$ cat config.mk
export PLATFORM = sky130hd
export DESIGN_NAME = fb_write_arbiter
export DESIGN_NICKNAME = d
export VERILOG_FILES = /design/src/rtl/fb_write_arbiter.sv
export SDC_FILE = /design/constraint.sdc
export NUM_CORES = 1
export LEC_CHECK = 0
export ABC_CLOCK_PERIOD_IN_PS = 2000
export BUFFER_PORTS_ARGS = -buffer_cell sky130_fd_sc_hd__buf_2
export CELL_PAD_IN_SITES_DETAIL_PLACEMENT = 1
export CELL_PAD_IN_SITES_GLOBAL_PLACEMENT = 2
export CORE_MARGIN = 8
export CORE_UTILIZATION = 22
export CTS_BUF_LIST = sky130_fd_sc_hd__clkbuf_4
export DETAILED_ROUTE_END_ITERATION = 10
export GPL_ROUTABILITY_DRIVEN = 0
export GPL_TIMING_DRIVEN = 0
export HOLD_SLACK_MARGIN = 0.06
export PLACE_DENSITY_LB_ADDON = 0.1
export SLEW_MARGIN = 20
export SYNTH_ARGS = -nofsm -noshare
export SYNTH_HDL_FRONTEND = slang
export SYNTH_SLANG_ARGS = --single-unit
$ cat constraint.sdc
create_clock -name clk -period 2 [get_ports clk]
set_input_delay 0.3 -clock clk [delete_from_list [all_inputs] [get_ports clk]]
set_output_delay 0.3 -clock clk [all_outputs]
set_load 0.01 [all_outputs]
$ cat src/rtl/fb_write_arbiter.sv
// fb_write_arbiter: round-robin arbiter that gives each requesting drawing
// engine one exclusive pixel burst per frame on the shared frame-buffer write
// port. Starting priority rotates across frames via a persistent pointer.
module fb_write_arbiter #(
  parameter int unsigned NUM_SOURCES      = 4,
  parameter int unsigned DRAW_WIDTH       = 640,
  parameter int unsigned DRAW_HEIGHT      = 480,
  parameter int unsigned COLOR_DEPTH      = 9,
  parameter int unsigned MAX_BURST_CYCLES = 4096,
  localparam int unsigned XW = $clog2(DRAW_WIDTH),
  localparam int unsigned YW = $clog2(DRAW_HEIGHT)
) (
  input  logic                           clk,
  input  logic                           resetN,
  input  logic                           frame,
  input  logic [NUM_SOURCES-1:0]         src_req,
  input  logic [NUM_SOURCES-1:0]         src_valid,
  input  logic [NUM_SOURCES-1:0]         src_last,
  input  logic [NUM_SOURCES*XW-1:0]      src_x,
  input  logic [NUM_SOURCES*YW-1:0]      src_y,
  input  logic [NUM_SOURCES*COLOR_DEPTH-1:0] src_color,
  output logic [NUM_SOURCES-1:0]         src_grant,
  output logic [XW-1:0]                  fb_x,
  output logic [YW-1:0]                  fb_y,
  output logic [COLOR_DEPTH-1:0]         fb_color,
  output logic                           fb_we,
  output logic                           fb_busy,
  output logic                           frame_done,
  output logic                           err_timeout,
  output logic                           err_overrun
);

  localparam int unsigned PW = $clog2(NUM_SOURCES);
  localparam int unsigned CW = $clog2(MAX_BURST_CYCLES);

  typedef enum logic [2:0] {IDLE, ARB, GRANT, BURST, GAP, DONE} state_t;

  state_t                   state, state_nxt;
  logic [PW-1:0]            rr_ptr, rr_nxt;
  logic [PW-1:0]            idx, idx_nxt;
  logic [NUM_SOURCES-1:0]   served, served_nxt;
  logic [CW-1:0]            cnt, cnt_nxt;

  logic [NUM_SOURCES-1:0]   grant_nxt;
  logic [XW-1:0]            x_nxt;
  logic [YW-1:0]            y_nxt;
  logic [COLOR_DEPTH-1:0]   color_nxt;
  logic                     we_nxt, busy_nxt, done_nxt, to_nxt, ov_nxt;

  logic [NUM_SOURCES-1:0]   cand;
  logic                     found;
  logic [PW-1:0]            pick, scan;

  logic                     sel_valid, sel_last;
  logic [XW-1:0]            sel_x;
  logic [YW-1:0]            sel_y;
  logic [COLOR_DEPTH-1:0]   sel_color;

  assign cand = src_req & ~served;

  // Rotating-priority search: first unserved requester starting at rr_ptr
  always_comb begin
    found = 1'b0;
    pick  = '0;
    scan  = '0;
    for (int unsigned k = 0; k < NUM_SOURCES; k++) begin
      scan = PW'((32'(rr_ptr) + k) % NUM_SOURCES);
      if (!found && cand[scan]) begin
        found = 1'b1;
        pick  = scan;
      end
    end
  end

  // Select the granted source's pixel inputs; all other sources are ignored
  always_comb begin
    sel_valid = 1'b0;
    sel_last  = 1'b0;
    sel_x     = '0;
    sel_y     = '0;
    sel_color = '0;
    for (int unsigned i = 0; i < NUM_SOURCES; i++) begin
      if (idx == PW'(i)) begin
        sel_valid = src_valid[i];
        sel_last  = src_last[i];
        sel_x     = src_x[i*XW +: XW];
        sel_y     = src_y[i*YW +: YW];
        sel_color = src_color[i*COLOR_DEPTH +: COLOR_DEPTH];
      end
    end
  end

  // Next-state and next-output logic
  always_comb begin
    state_nxt  = state;
    rr_nxt     = rr_ptr;
    idx_nxt    = idx;
    served_nxt = served;
    cnt_nxt    = cnt;
    x_nxt      = fb_x;
    y_nxt      = fb_y;
    color_nxt  = fb_color;
    we_nxt     = 1'b0;
    to_nxt     = err_timeout;
    ov_nxt     = err_overrun | (frame && (state != IDLE));

    unique case (state)
      IDLE: begin
        if (frame) begin
          state_nxt  = ARB;
          served_nxt = '0;
        end
      end
      ARB: begin
        if (found) begin
          idx_nxt   = pick;
          state_nxt = GRANT;
        end else begin
          state_nxt = DONE;
        end
      end
      GRANT: begin
        cnt_nxt   = '0;
        state_nxt = BURST;
      end
      BURST: begin
        cnt_nxt = cnt + 1'b1;
        if (sel_valid) begin
          we_nxt    = 1'b1;
          x_nxt     = sel_x;
          y_nxt     = sel_y;
          color_nxt = sel_color;
        end
        // Burst ends on an accepted last pixel or when the watchdog expires
        if ((sel_valid && sel_last) || (cnt == CW'(MAX_BURST_CYCLES - 1))) begin
          served_nxt[idx] = 1'b1;
          rr_nxt          = (idx == PW'(NUM_SOURCES - 1)) ? '0 : idx + 1'b1;
          state_nxt       = GAP;
          if (!(sel_valid && sel_last)) begin
            to_nxt = 1'b1;
          end
        end
      end
      GAP:     state_nxt = ARB;
      DONE:    state_nxt = IDLE;
      default: state_nxt = IDLE;
    endcase

    grant_nxt = ((state_nxt == GRANT) || (state_nxt == BURST))
                ? (NUM_SOURCES'(1) << idx_nxt) : '0;
    busy_nxt  = (state_nxt == GRANT) || (state_nxt == BURST) || (state_nxt == GAP);
    done_nxt  = (state_nxt == DONE);
  end

  // State and registered outputs, synchronous active-low reset
  always_ff @(posedge clk) begin
    if (!resetN) begin
      state       <= IDLE;
      rr_ptr      <= '0;
      idx         <= '0;
      served      <= '0;
      cnt         <= '0;
      src_grant   <= '0;
      fb_x        <= '0;
      fb_y        <= '0;
      fb_color    <= '0;
      fb_we       <= 1'b0;
      fb_busy     <= 1'b0;
      frame_done  <= 1'b0;
      err_timeout <= 1'b0;
      err_overrun <= 1'b0;
    end else begin
      state       <= state_nxt;
      rr_ptr      <= rr_nxt;
      idx         <= idx_nxt;
      served      <= served_nxt;
      cnt         <= cnt_nxt;
      src_grant   <= grant_nxt;
      fb_x        <= x_nxt;
      fb_y        <= y_nxt;
      fb_color    <= color_nxt;
      fb_we       <= we_nxt;
      fb_busy     <= busy_nxt;
      frame_done  <= done_nxt;
      err_timeout <= to_nxt;
      err_overrun <= ov_nxt;
    end
  end

endmodule

Yosys cells after proc, flatten, opt, wreduce, memory -nomap -nowiden:

Index checks and enable logic that the tools add are counted.

* bits in registers: 60
* bits of input ports: 127
* output and inout bits: 37
* logic and storage cells: 118

* add/subtract/negate cells: 5
* order comparisons: 6
* equal/unequal tests: 14
* shift-type cells: 1
* muxes and demuxes: 50
* bitwise logic cells: 5
* reductions and logical operators: 23

Operators with widths (count)
* 9-bit two-way mux: 8
* 10-bit two-way mux: 4
* 12-bit one-hot mux with 2 select lines: 1
* 1-bit two-way mux: 18
* 2-bit by 3-bit < comparator with 1-bit output (second input constant): 5
* 3-bit one-hot mux with 5 select lines: 1
* 2-bit two-way mux: 7
* 12-bit by 1-bit adder with 12-bit output (second input constant): 1
* 12-bit equality test (second input constant): 1
* 3-bit by 2-bit equality test with 1-bit output (second input constant): 4
* 3-bit equality test (second input constant): 3
* 3-bit two-way mux: 3
* 1-bit binary-select mux with 2-bit select: 4
* 4-bit two-way mux: 2
* 4-bit one-hot mux with 2 select lines: 1
* 2-bit AND reduction: 4
* 1-bit logical AND: 6
* 3-bit AND reduction: 2
* 2-bit by 1-bit adder with 2-bit output (second input constant): 2
* 2-bit adder (second input constant): 2
* 4-bit bitwise AND: 1
* 2-bit equality test (second input constant): 2
* 2-bit inequality test (second input constant): 2
* 4-bit NOT: 1
* 14 further kinds: 19

Logic depth before layout (Yosys ltp):

Gate-level depths: netlist of run 1.

* depth in word-level cells: 19
* depth in mapped cells: 10
* gate-level depth less buffers: 7

Worst setup path after synthesis of run 1:

Ideal clock, no wire load.

* kind: reg-to-reg
* start point: reg idx[1]
* end point: reg fb_x[8]
* library setup time: 118 ps
* arrival time: 1882 ps
* data required time: 1882 ps
* path slack: 0 ps
* stages on the path, launching flop included: 11
* path buffers: 3
* period minus slack after synthesis: 2000 ps
* path through: dfxtp_1 inv_1 ha_1 buf_2 and3b_1 a2111o_1 nor3b_2 buf_2 buf_4 o21ai_1 a21oi_1

* longest elaborated chain between the ends: 6
* elaborated cells on any way between the ends: 13
* those cells by class: eq/ne (3); mux (8); reduce/logical (2)

Ends and longest elaborated chain
* start, declared: line 40 `logic [PW-1:0] idx, idx_nxt;`
* start signal, assigned: line 175 `idx <= idx_nxt;`
* 2-bit logical NOT: line 83 `if (idx == PW'(i)) begin`
* 1-bit two-way mux (4 in a row): line 83
* 2-bit AND reduction (no line)
* end signal, assigned: line 179 `fb_x <= x_nxt;`
* end, declared: line 23 `output logic [XW-1:0] fb_x,`

Several ways; a longest one is shown, not always the timed one.
A chain may end at the register's enable or synchronous reset.

Final worst setup path of run 1:

* start point: reg idx[0]
* end point: reg fb_color[8]

* longest elaborated chain between the ends: 6
* elaborated cells on any way between the ends: 13
* those cells by class: eq/ne (3); mux (8); reduce/logical (2)

Ends and longest elaborated chain
* 2-bit logical NOT: line 83
* 1-bit two-way mux (4 in a row): line 83
* 2-bit AND reduction (no line)
* end signal, assigned: line 181 `fb_color <= color_nxt;`
* end, declared: line 25 `output logic [COLOR_DEPTH-1:0] fb_color,`

Several ways; a longest one is shown, not always the timed one.

==> results.toml, run 1 <==
[logic_synthesis]
ys_seq_elements = 60
synth_area_sq_um = 3250
synth.lib_cells_used.distinct = 44
synth_nets = 548
synth_area_per_cell_sq_um = 7.80
ys_seq_area_share_pct = 37.0
yosysWarnings = 0
synth_edf_count = 0
syn-instance-count = 416
dominantRegCellSynth = "sky130_fd_sc_hd__dfxtp_1"
asyncSetResetFlopFracSynth_pct = 0

[floorplanning]
floorplan.initialDensity_pct = 22.4
die_area_sq_um = 18900
std_cell_rows = 44
design.core.area_sq_um = 14500
die_w_um = 137
fp.dieH_um = 137
io_pins = 164

[timing]
final.setup_skew_ns = 0.0260
final_max_slew_viol_count = 0
hold_viol_final = 0
slew-limit-headroom_pct = 54.7
timing.final.crit_share_pct = 105
fin_crit_ns = 2.10
setup_viol = 25
grt_setup_unrepaired = "true"
worst-slew-pin-transition_ns = 0.678
postLayoutSetupSlackWorst_ns = -0.0983
max_freq_mhz = 477
fin_tns_setup_ns = -0.946

[worst_setup_path]
worstPathArrival_ns = 2.48
reg2reg_from = "idx[0]"
setup_crit_start_kind = "register"
cpLargestDelayFamily = "buffers and inverters"
worstPathCellList = "inv_4 > ha_4 > nor4bb_1 > a2111o_1 > nor3b_4 > buf_6 > buf_8 > buf_12 > buf_16 > a21oi_2"
crit_path_start = "idx[0]"
critical_path.slowest_cell = "sky130_fd_sc_hd__a2111o_1"
buffers_inverters_on_critical_path = 5
cp_slowest_stage_delay_ns = 0.44
worst_setup_path_end_kind = "register"
timing.rr.end = "fb_color[8]"
req_time_crit_path_ns = 2.39
critical_path.max_fanout = 6
timing.setup.critical_path_class = "register to register"
r2r_slack_ns = -0.1
rr_worst_depth = 10

[cells_and_area]
fill_cells = 1772
final_layout_size_suffix_gt1_share_pct = 44.7
design.final.nets = 736
final_cells = 795
multiInputGateArea_sq_um = 2130
area_growth_pct = 53.0
layout.area.seq_sq_um = 1210

[pwr]
power.static_leakage_nw = 2.13
worst_ir_drop_vdd_uv = 232
powerDensity_nw_per_um2 = 625

[placed_design]
portBuffers = 162
post-place-ws_ns = -0.522
detailed_place_hpwl_um = 11200
numPlacedInstances = 762

[run_status]
status = "complete, but fails checks"
failed_checks = "negative setup slack"

[clock_tree]
cts_max_path_buffers = 2
cts-htree-levels = 3
num_clock_sinks = 60
numCtsBuffers = 9
tritoncts_clock_tree = "done"
clock_latency_ns = 0.45
cts.reportedPaths.clkPinSlew_ns = 0.12
cts.root.buffer_cell = "sky130_fd_sc_hd__clkbuf_4"

[grt]
first_pass_grt_wire_length_um = 22600
antenna_violations_before_repair = 6
pin_count_of_the_biggest_net_entering_global_routing = 11
vias_in_the_first_global_route = 4254
grt_util_all_layers_pct = 15.6
global_route.overflow_total = 0

[detailed_routing]
drt_first_iter_violations = 84
routed_wire_length_per_instance_um = 18.3
drt-vias-per-instance = 4.82
antenna_violation_net_count_after_detailed_routing = 0
dr.pass1.iters = 4
routed_wire_length_um = 14600
num_vias = 3829
route.detailed.drc = 0

[worst_hold_path]
holdPathEnd = "fb_color[5]"
timing.hold.worst.start = "src_color[32]"
hold_path_class = "input pin to register"
min_delay_path_depth = 3

[flow_run]
cap_viol_max_count = 0
## cell usage in the layout (no fill, tap or decap), types with 4 or more instances in the layout
cell                       instances
sky130_fd_sc_hd__a21oi_1          41
sky130_fd_sc_hd__a21oi_2          22
sky130_fd_sc_hd__a221oi_1         25
sky130_fd_sc_hd__buf_12            4
sky130_fd_sc_hd__buf_2           165
sky130_fd_sc_hd__buf_4            11
sky130_fd_sc_hd__buf_6             4
sky130_fd_sc_hd__clkbuf_1         13
sky130_fd_sc_hd__clkbuf_2          7
sky130_fd_sc_hd__clkbuf_4         11
sky130_fd_sc_hd__dfxtp_1          58
sky130_fd_sc_hd__inv_1             7
sky130_fd_sc_hd__nand2_1          31
sky130_fd_sc_hd__nand2b_1          6
sky130_fd_sc_hd__nand3_1           5
sky130_fd_sc_hd__nor2_1           15
sky130_fd_sc_hd__nor2b_1          36
sky130_fd_sc_hd__nor3_1           32
sky130_fd_sc_hd__o21ai_0           7
sky130_fd_sc_hd__o21ai_1          14
sky130_fd_sc_hd__o21ai_2          17
sky130_fd_sc_hd__xnor2_1           4
sky130_fd_sc_hd__xor2_1            5
## metal layers
layer  track usage, %  part of all wire [%]  routed length (um)  vias to the layer above
met5                0                  0.30                  43                        -
met3             6.46                   7.5                1090                       25
met4             5.37                   1.5                 223                        8
met2             26.7                    50                7320                       94
met1             17.1                    40                5880                     1811
li1                 -                     -                   -                     1891
## registers in the layout (all words and copies together), names as in the netlist, 2 cells and up
signal	flops
cnt	12
fb_color	9
fb_x	10
fb_y	9
idx	2
rr_ptr	2
served	4
src_grant	4
state	3
## where the power goes
part / internal (mW) / switching [mW]
sequential: 1.25 / 0.0375
combinational: 0.434 / 0.504
clock: 0.382 / 0.496
total: 2.07 / 1.04
## final cells by class
type | instances | area share [%]
diodes | 2 | 0.101
plain buffers | 32 | 4.48
clock buffers | 10 | 1.51
clock inverters | 6 | 1.11
inverters | 9 | 0.781
multi-input cells | 313 | 42.9
flip-flops and latches | 60 | 24.3
well taps | 184 | 4.64
repair buffers | 179 | 20.2
## synthesized netlist by cell type (all sizes together) (2+ instances only)
cell type | count | area share [%]
a21oi | 64 | 9.9
dfxtp | 60 | 37
o21ai | 38 | 5.9
nor2b | 36 | 6.9
nor3 | 33 | 5.1
nand2 | 31 | 3.6
a221oi | 27 | 7.3
clkbuf | 26 | 3.0
nor2 | 15 | 1.7
inv | 9 | 1.0
buf | 8 | 1.5
nand2b | 6 | 1.2
ha | 5 | 1.9
nand3 | 5 | 0.77
nor3b | 5 | 1.3
xor2 | 5 | 1.3
xnor2 | 4 | 1.1
a211oi | 3 | 0.69
a21boi | 3 | 0.69
and2 | 3 | 0.58
mux2i | 3 | 0.93
nand3b | 3 | 0.69
and3 | 2 | 0.39
and3b | 2 | 0.54
nand4 | 2 | 0.39
nor4 | 2 | 0.39
o21a | 2 | 0.46
## tightest hold or removal path, delay by kind of cell
kind	cells	cell delay, ns
buffers and inverters	1	0.08
AO/OA/AOI/OAI	2	0.18
## metrics by stage
step,total power [mW],area (sq um),util (%),hold WS (ns)
after CTS,3.10,4780,33.0,0.103
after global routing,3.32,4970,34.3,0.120
after global placement,2.08,4290,29.6,0.436
after detailed placement,2.09,4290,29.6,0.449
after floorplan,1.77,3250,-,0.426
final,3.11,4970,34.3,0.145
## cell families after synthesis
kind of cell,count (synthesis),share of synthesized area (%)
AND/OR/NAND/NOR,150,24.7
multiplexers,3,0.925
flip-flops,60,37.0
XOR/XNOR,9,2.43
buffers and inverters,43,5.51
AO/OA/AOI/OAI,146,27.5
adder cells (fa/ha/maj),5,1.93
## what timing repair did
item                                    in CTS  in global routing
endpoints found under the setup margin      43                 42
gates cloned                                 3                  0
gates resized for setup                     90                 50
hold buffers                                 0                  0
setup buffers                               29                  2
pin swaps                                    8                  4
## worst max path at each step
stage,endpoint,slack (ns),cells after the start
3_3_place_gp,src_grant[3],-0.47,7
3_5_place_dp,fb_x[6],-0.52,8
5_1_grt,rr_ptr[0],-0.18,9
4_1_cts,rr_ptr[0],-0.09,9
2_1_floorplan,fb_x[8],0.05,9
6_report,fb_color[8],-0.1,10
Power figures use the tool's default switching activity.
==> run 2, diff against run 1 <==
--- a/config.mk
+++ b/config.mk
@@ -11,12 +11,14 @@
 export CELL_PAD_IN_SITES_GLOBAL_PLACEMENT = 2
 export CORE_MARGIN = 8
 export CORE_UTILIZATION = 22
-export CTS_BUF_LIST = sky130_fd_sc_hd__clkbuf_4
+export CTS_BUF_LIST = sky130_fd_sc_hd__clkbuf_4 sky130_fd_sc_hd__clkbuf_8
 export DETAILED_ROUTE_END_ITERATION = 10
 export GPL_ROUTABILITY_DRIVEN = 0
 export GPL_TIMING_DRIVEN = 0
 export HOLD_SLACK_MARGIN = 0.06
+export MAX_ROUTING_LAYER = met4
 export PLACE_DENSITY_LB_ADDON = 0.1
+export SETUP_SLACK_MARGIN = 0.1
 export SLEW_MARGIN = 20
 export SYNTH_ARGS = -nofsm -noshare
 export SYNTH_HDL_FRONTEND = slang
==> run 2 against run 1 <==
Compared with the run above:
- first-iteration DRC count decreased by 2.4%
- flip-flop and latch count unchanged
- via count decreased by 1.6%
- the run still ends with negative setup slack left
- final area shrank 1.1%
- sequential share of layout area rose by 0.23 points
- clock power rose by 54%
- maximum frequency down 1.8%
- clock-buffer cell count increased by 1
- sequential power about the same
- cell count fell by 0.25%
- clock skew shrank 0.016 ns
- worst hold slack improved by 0.099 ns
==> results.toml, run 2 (synthesis gave the netlist of run 1 again) <==
[run_status]
status = "complete, but fails checks"
failed_checks = "negative setup slack"

[pwr]
power.static_leakage_nw = 2.17
worst_ir_drop_vdd_uv = 248
report.power.total_mw = 3.55
powerDensity_nw_per_um2 = 723

[clock_tree]
cts-htree-levels = 3
cts.reportedPaths.clkPinSlew_ns = 0.07
num_clock_sinks = 60
cts-hold-fix-buffers = 0
cts_max_path_buffers = 2
clock_latency_ns = 0.35
numCtsBuffers = 9
tritoncts_clock_tree = "done"
cts.root.buffer_cell = "sky130_fd_sc_hd__clkbuf_8"

[worst_setup_path]
req_time_crit_path_ns = 2.29
critical_path.max_fanout = 5
setup_crit_start_kind = "register"
timing.setup.critical_path_class = "register to register"
timing.rr.end = "src_grant[3]"
worstPathArrival_ns = 2.43
worst_setup_path_end_kind = "register"
reg2reg_from = "idx[1]"
rr_worst_depth = 10
r2r_slack_ns = -0.14

[cells_and_area]
layout.area.seq_sq_um = 1210
final_cells = 793
area_growth_pct = 51.3
largest_register_ff_count = 12
largest_register = "cnt"
post-route-util_pct = 33.9
most-common-layout-cells = "sky130_fd_sc_hd__buf_2, sky130_fd_sc_hd__a21oi_1, sky130_fd_sc_hd__dfxtp_1"
multiInputGateArea_sq_um = 2030
final_layout_size_suffix_gt1_share_pct = 39.9
largest_registers = "cnt (12), fb_x (10)"
fill_cells = 1776
design.final.nets = 734
layout_commonest_cell = "sky130_fd_sc_hd__buf_2"

[detailed_routing]
antenna_violation_net_count_after_detailed_routing = 0
dr.pass1.iters = 4
drt-vias-per-instance = 4.75
route.detailed.drc = 0
num_vias = 3767
drt_first_iter_violations = 82
routed_wire_length_um = 14300
routed_wire_length_per_instance_um = 18.0

[floorplanning]
io_pins = 164
design.core.area_sq_um = 14500
std_cell_rows = 44
fp.dieH_um = 137
floorplan.initialDensity_pct = 22.4
die_w_um = 137
die_area_sq_um = 18900

[timing]
max_freq_mhz = 468
setup_viol = 41
final_max_slew_viol_count = 0
fin_crit_ns = 2.14
hold_viol_final = 0
worst-slew-pin-transition_ns = 0.699
timing.final.crit_share_pct = 107
postLayoutSetupSlackWorst_ns = -0.137
grt_setup_unrepaired = "true"
slew-limit-headroom_pct = 53.4
final.setup_skew_ns = 0.0102
fin_tns_setup_ns = -1.98

[grt]
global_route.overflow_total = 0
vias_in_the_first_global_route = 4010
first_pass_grt_wire_length_um = 21600
grt_util_all_layers_pct = 15.4
pin_count_of_the_biggest_net_entering_global_routing = 11
antenna_violations_before_repair = 2

[worst_hold_path]
hold_path_class = "input pin to register"
holdPathEnd = "fb_x[9]"
timing.hold.worst.start = "src_x[39]"
min_delay_path_depth = 3

[placed_design]
detailed_place_hpwl_um = 11200
portBuffers = 162
numPlacedInstances = 762

[flow_run]
cap_viol_max_count = 0
[run 2: cell count changes in the layout (fill, tap and decap cells not counted), moves of 3 or more]
cell	before	now
sky130_fd_sc_hd__a21oi_1	41	62
sky130_fd_sc_hd__buf_6	4	8
sky130_fd_sc_hd__clkbuf_2	7	3
sky130_fd_sc_hd__o21ai_1	14	19
sky130_fd_sc_hd__clkbuf_4	11	4
sky130_fd_sc_hd__a211oi_2	3	0
sky130_fd_sc_hd__buf_12	4	0
sky130_fd_sc_hd__clkbuf_8	2	11
sky130_fd_sc_hd__o21ai_2	17	10
sky130_fd_sc_hd__a21oi_2	22	2
[run 2: through the flow]
step / instance area (sq um) / hold WS [ns] / setup WS [ns]
after floorplan: 3260 / 0.426 / 0.127
after global placement: 4300 / 0.440 / -0.425
after detailed placement: 4300 / 0.447 / -0.499
after CTS: 4720 / 0.217 / -0.192
after global routing: 4910 / 0.232 / -0.210
final: 4910 / 0.244 / -0.137
[run 2: repair_timing]
| item | CTS | global route |
|---|---|---|
| pin swaps | 7 | 10 |
| endpoints found under the setup margin | 43 | 45 |
| resized for setup | 55 | 42 |
| setup buffers | 4 | 8 |
| gates cloned | 1 | 1 |
[run 2: power breakdown]
group	leakage (nW)	internal, mW	switching [mW]	total, mW
logic	1.56	0.423	0.487	0.910
clock network	0.124	0.852	0.500	1.35
registers	0.487	1.25	0.0338	1.29
total	2.17	2.53	1.02	3.55
[run 2: worst max-delay path, cell delays in order, from the launching register on]
cell                       delay [ns]
sky130_fd_sc_hd__dfxtp_4         0.39
sky130_fd_sc_hd__inv_4           0.04
sky130_fd_sc_hd__ha_4            0.15
sky130_fd_sc_hd__buf_6           0.12
sky130_fd_sc_hd__and3b_1         0.15
sky130_fd_sc_hd__a2111o_1        0.40
sky130_fd_sc_hd__buf_6           0.15
sky130_fd_sc_hd__buf_6           0.11
sky130_fd_sc_hd__a211oi_4        0.25
sky130_fd_sc_hd__o21bai_4        0.13
sky130_fd_sc_hd__and3b_1         0.21
[run 2: how the worst max path moves through the flow]
| stage | start | end | slack, ns | cells past startpoint |
|---|---|---|---|---|
| after detailed placement | idx[1] | fb_x[1] | -0.50 | 10 |
| after floorplan | idx[1] | fb_x[8] | 0.13 | 10 |
| after global placement | idx[1] | fb_color[5] | -0.43 | 10 |
| after CTS | idx[1] | src_grant[3] | -0.19 | 9 |
| after global routing | idx[1] | src_grant[3] | -0.21 | 10 |
| final | idx[1] | src_grant[3] | -0.14 | 10 |
[run 2: area by class of cell]
cell class                 instances  share of cell area [%]
timing repair buffer             175                    19.2
multi-input combinational        313                    41.3
clock buffer                      11                    2.83
antenna                            2                   0.102
inverter                           9                   0.739
clock inverter                     5                    2.04
tap                              184                    4.69
sequential                        60                    24.6
buffer                            34                    4.56
[run 2: routing by layer]
layer,share of wire (%),wire (um),track usage (%)
met5,0,0,-
met4,1.4,197,4.77
met3,5.4,773,4.16
met1,43,6200,17.7
met2,50,7100,25.5
==> run 3, diff against run 2 <==
--- a/config.mk
+++ b/config.mk
@@ -5,11 +5,11 @@
 export SDC_FILE = /design/constraint.sdc
 export NUM_CORES = 1
 export LEC_CHECK = 0
-export ABC_CLOCK_PERIOD_IN_PS = 2000
+export ABC_CLOCK_PERIOD_IN_PS = 1900
 export BUFFER_PORTS_ARGS = -buffer_cell sky130_fd_sc_hd__buf_2
 export CELL_PAD_IN_SITES_DETAIL_PLACEMENT = 1
 export CELL_PAD_IN_SITES_GLOBAL_PLACEMENT = 2
-export CORE_MARGIN = 8
+export CORE_MARGIN = 2
 export CORE_UTILIZATION = 22
 export CTS_BUF_LIST = sky130_fd_sc_hd__clkbuf_4 sky130_fd_sc_hd__clkbuf_8
 export DETAILED_ROUTE_END_ITERATION = 10
==> constraint.sdc (replaced) <==
create_clock -name clk -period 1.9 [get_ports clk]
set_input_delay 0.285 -clock clk [delete_from_list [all_inputs] [get_ports clk]]
set_output_delay 0.285 -clock clk [all_outputs]
set_load 0.01 [all_outputs]
==> run 3 against run 2 <==
Compared with the run above:
- maximum frequency up 7.1%
- sequential power up 5%
- final area up 3.8%
- the flow still finishes with violations (negative setup slack)
- register-to-register slack better by 0.04 ns
- highest routed layer unchanged
==> results.toml, run 3 (synthesis gave the netlist of run 1 again) <==
[worst_setup_path]
setup_crit_start_kind = "register"
timing.setup.critical_path_class = "register to register"
critical_path.slowest_cell = "sky130_fd_sc_hd__a2111o_1"
r2r_slack_ns = -0.09
critical_path.max_fanout = 5
worst_setup_path_end_kind = "register"
worstPathArrival_ns = 2.29
rr_worst_depth = 8
req_time_crit_path_ns = 2.19
reg2reg_from = "idx[0]"
timing.critical_path.to = "src_grant[3]"
worstPathCellList = "inv_4 > ha_4 > nor4bb_2 > a2111o_1 > buf_6 > a211oi_4 > o21bai_4 > and3b_1"
crit_path_start = "idx[0]"
timing.rr.end = "src_grant[3]"
cp_slowest_stage_delay_ns = 0.42

[timing]
fin_hold_ws_ns = 0.217
max_freq_mhz = 501
setup_viol = 36
fin_crit_ns = 1.99
final.setup_skew_ns = 0.00969
postLayoutSetupSlackWorst_ns = -0.0950
timing.final.crit_share_pct = 105
worst-slew-pin-transition_ns = 0.693
hold_viol_final = 0
slew-limit-headroom_pct = 53.8
final_max_slew_viol_count = 0
grt_setup_unrepaired = "true"

[grt]
antenna_violations_before_repair = 2
vias_in_the_first_global_route = 4134
global_route.overflow_total = 0
pin_count_of_the_biggest_net_entering_global_routing = 11
first_pass_grt_wire_length_um = 21800
grt_util_all_layers_pct = 18.0

[detailed_routing]
drt-vias-per-instance = 4.76
route.detailed.drc = 0
antenna_violation_net_count_after_detailed_routing = 0
drt_first_iter_violations = 137
num_vias = 3778
dr.pass1.iters = 4
routed_wire_length_um = 13600
routed_wire_length_per_instance_um = 17.2

[floorplanning]
die_w_um = 125
fp.dieH_um = 125
design.core.area_sq_um = 14500
std_cell_rows = 44
io_pins = 164
floorplan.initialDensity_pct = 22.4
die_area_sq_um = 15700

[cells_and_area]
largest_registers = "cnt (12), fb_x (10)"
most-common-layout-cells = "sky130_fd_sc_hd__buf_2, sky130_fd_sc_hd__dfxtp_1, sky130_fd_sc_hd__a21oi_1"
finalInstanceArea_sq_um = 5090
largest_register_ff_count = 12
post-route-util_pct = 35.2
largest_register = "cnt"
area_growth_pct = 57.0
final_layout_size_suffix_gt1_share_pct = 44.3
design.final.nets = 734
layout_commonest_cell = "sky130_fd_sc_hd__buf_2"

[clock_tree]
clock_latency_ns = 0.36
cts.reportedPaths.clkPinSlew_ns = 0.07
cts.root.buffer_cell = "sky130_fd_sc_hd__clkbuf_8"
tritoncts_clock_tree = "done"
num_clock_sinks = 60
numCtsBuffers = 9
cts-htree-levels = 3
cts_max_path_buffers = 2

[pwr]
report.power.total_mw = 3.84
powerDensity_nw_per_um2 = 755
worst_ir_drop_vdd_uv = 353
power.static_leakage_nw = 2.23

[run_status]
status = "complete, but fails checks"
failed_checks = "negative setup slack"

[placed_design]
detailed_place_hpwl_um = 10200
portBuffers = 162
post-place-ws_ns = -0.519
placed_cell_area_sq_um = 4330

[flow_run]
cap_viol_max_count = 0

[worst_hold_path]
hold_path_class = "input pin to register"
==> run 3: changes by cell type in the layout (fill, tap and decap cells not counted), sizes merged <==
| cell | delta |
|---|---|
| buf | +3 |
| clkbuf | -2 |
| clkinv | -1 |
==> run 3: metrics by stage <==
step / instances / setup TNS [ns]
finish: 793 / -1.53
CTS: 787 / -4.97
floorplan: 416 / 0
detailed placement: 762 / -12.26
global placement: 762 / -10.45
global route: 793 / -6.19
==> run 3: where the power goes <==
group / leakage [nW] / internal, mW / switching [mW]
Combinational: 1.61 / 0.465 / 0.542
Clock: 0.130 / 0.956 / 0.524
Sequential: 0.488 / 1.32 / 0.0398
Total: 2.23 / 2.74 / 1.11
==> run 3: layer usage <==
metal,up-vias,track usage [%],wire (um)
met2,107,28.4,6610
met1,1778,22.4,6180
met3,16,4.36,637
li1,1877,-,-
met4,0,6.54,212
met5,-,-,0
==> run 3: layout make-up <==
type	instances	area, sq um
clock buffer	12	159
clock inverter	4	95.1
inverter	9	38.8
fill	1769	9380
timing repair buffer	176	963
tap	184	230
buffer	33	221
antenna	2	5.00
multi-input combinational	313	2170
sequential	60	1210
==> run 3: how the worst min path moves through the flow <==
stage                      from     endpoint  slack, ns  depth (start not counted)
global placement    err_overrun  err_overrun       0.45                          1
CTS                   src_x[34]      fb_x[4]       0.19                          3
global route          src_x[37]      fb_x[7]       0.21                          3
detailed placement  err_timeout  err_timeout       0.45                          2
finish                src_x[36]      fb_x[6]       0.22                          3
floorplan             served[3]    served[3]       0.43                          2
==> run 3: repair_timing <==
action	CTS	global route
hold buffers	0	0
setup buffers	8	4
endpoints found under the setup margin	42	51
cloned	2	0
pin swaps	11	7
gates resized for setup	66	58
==> run 3: critical path: cells and delay by family, from the launching register on <==
family	cells	cell delay, ns
compound gates	3	0.76
fa+ha+maj	1	0.17
flops	1	0.39
buf+inv	2	0.21
simple gates	2	0.39
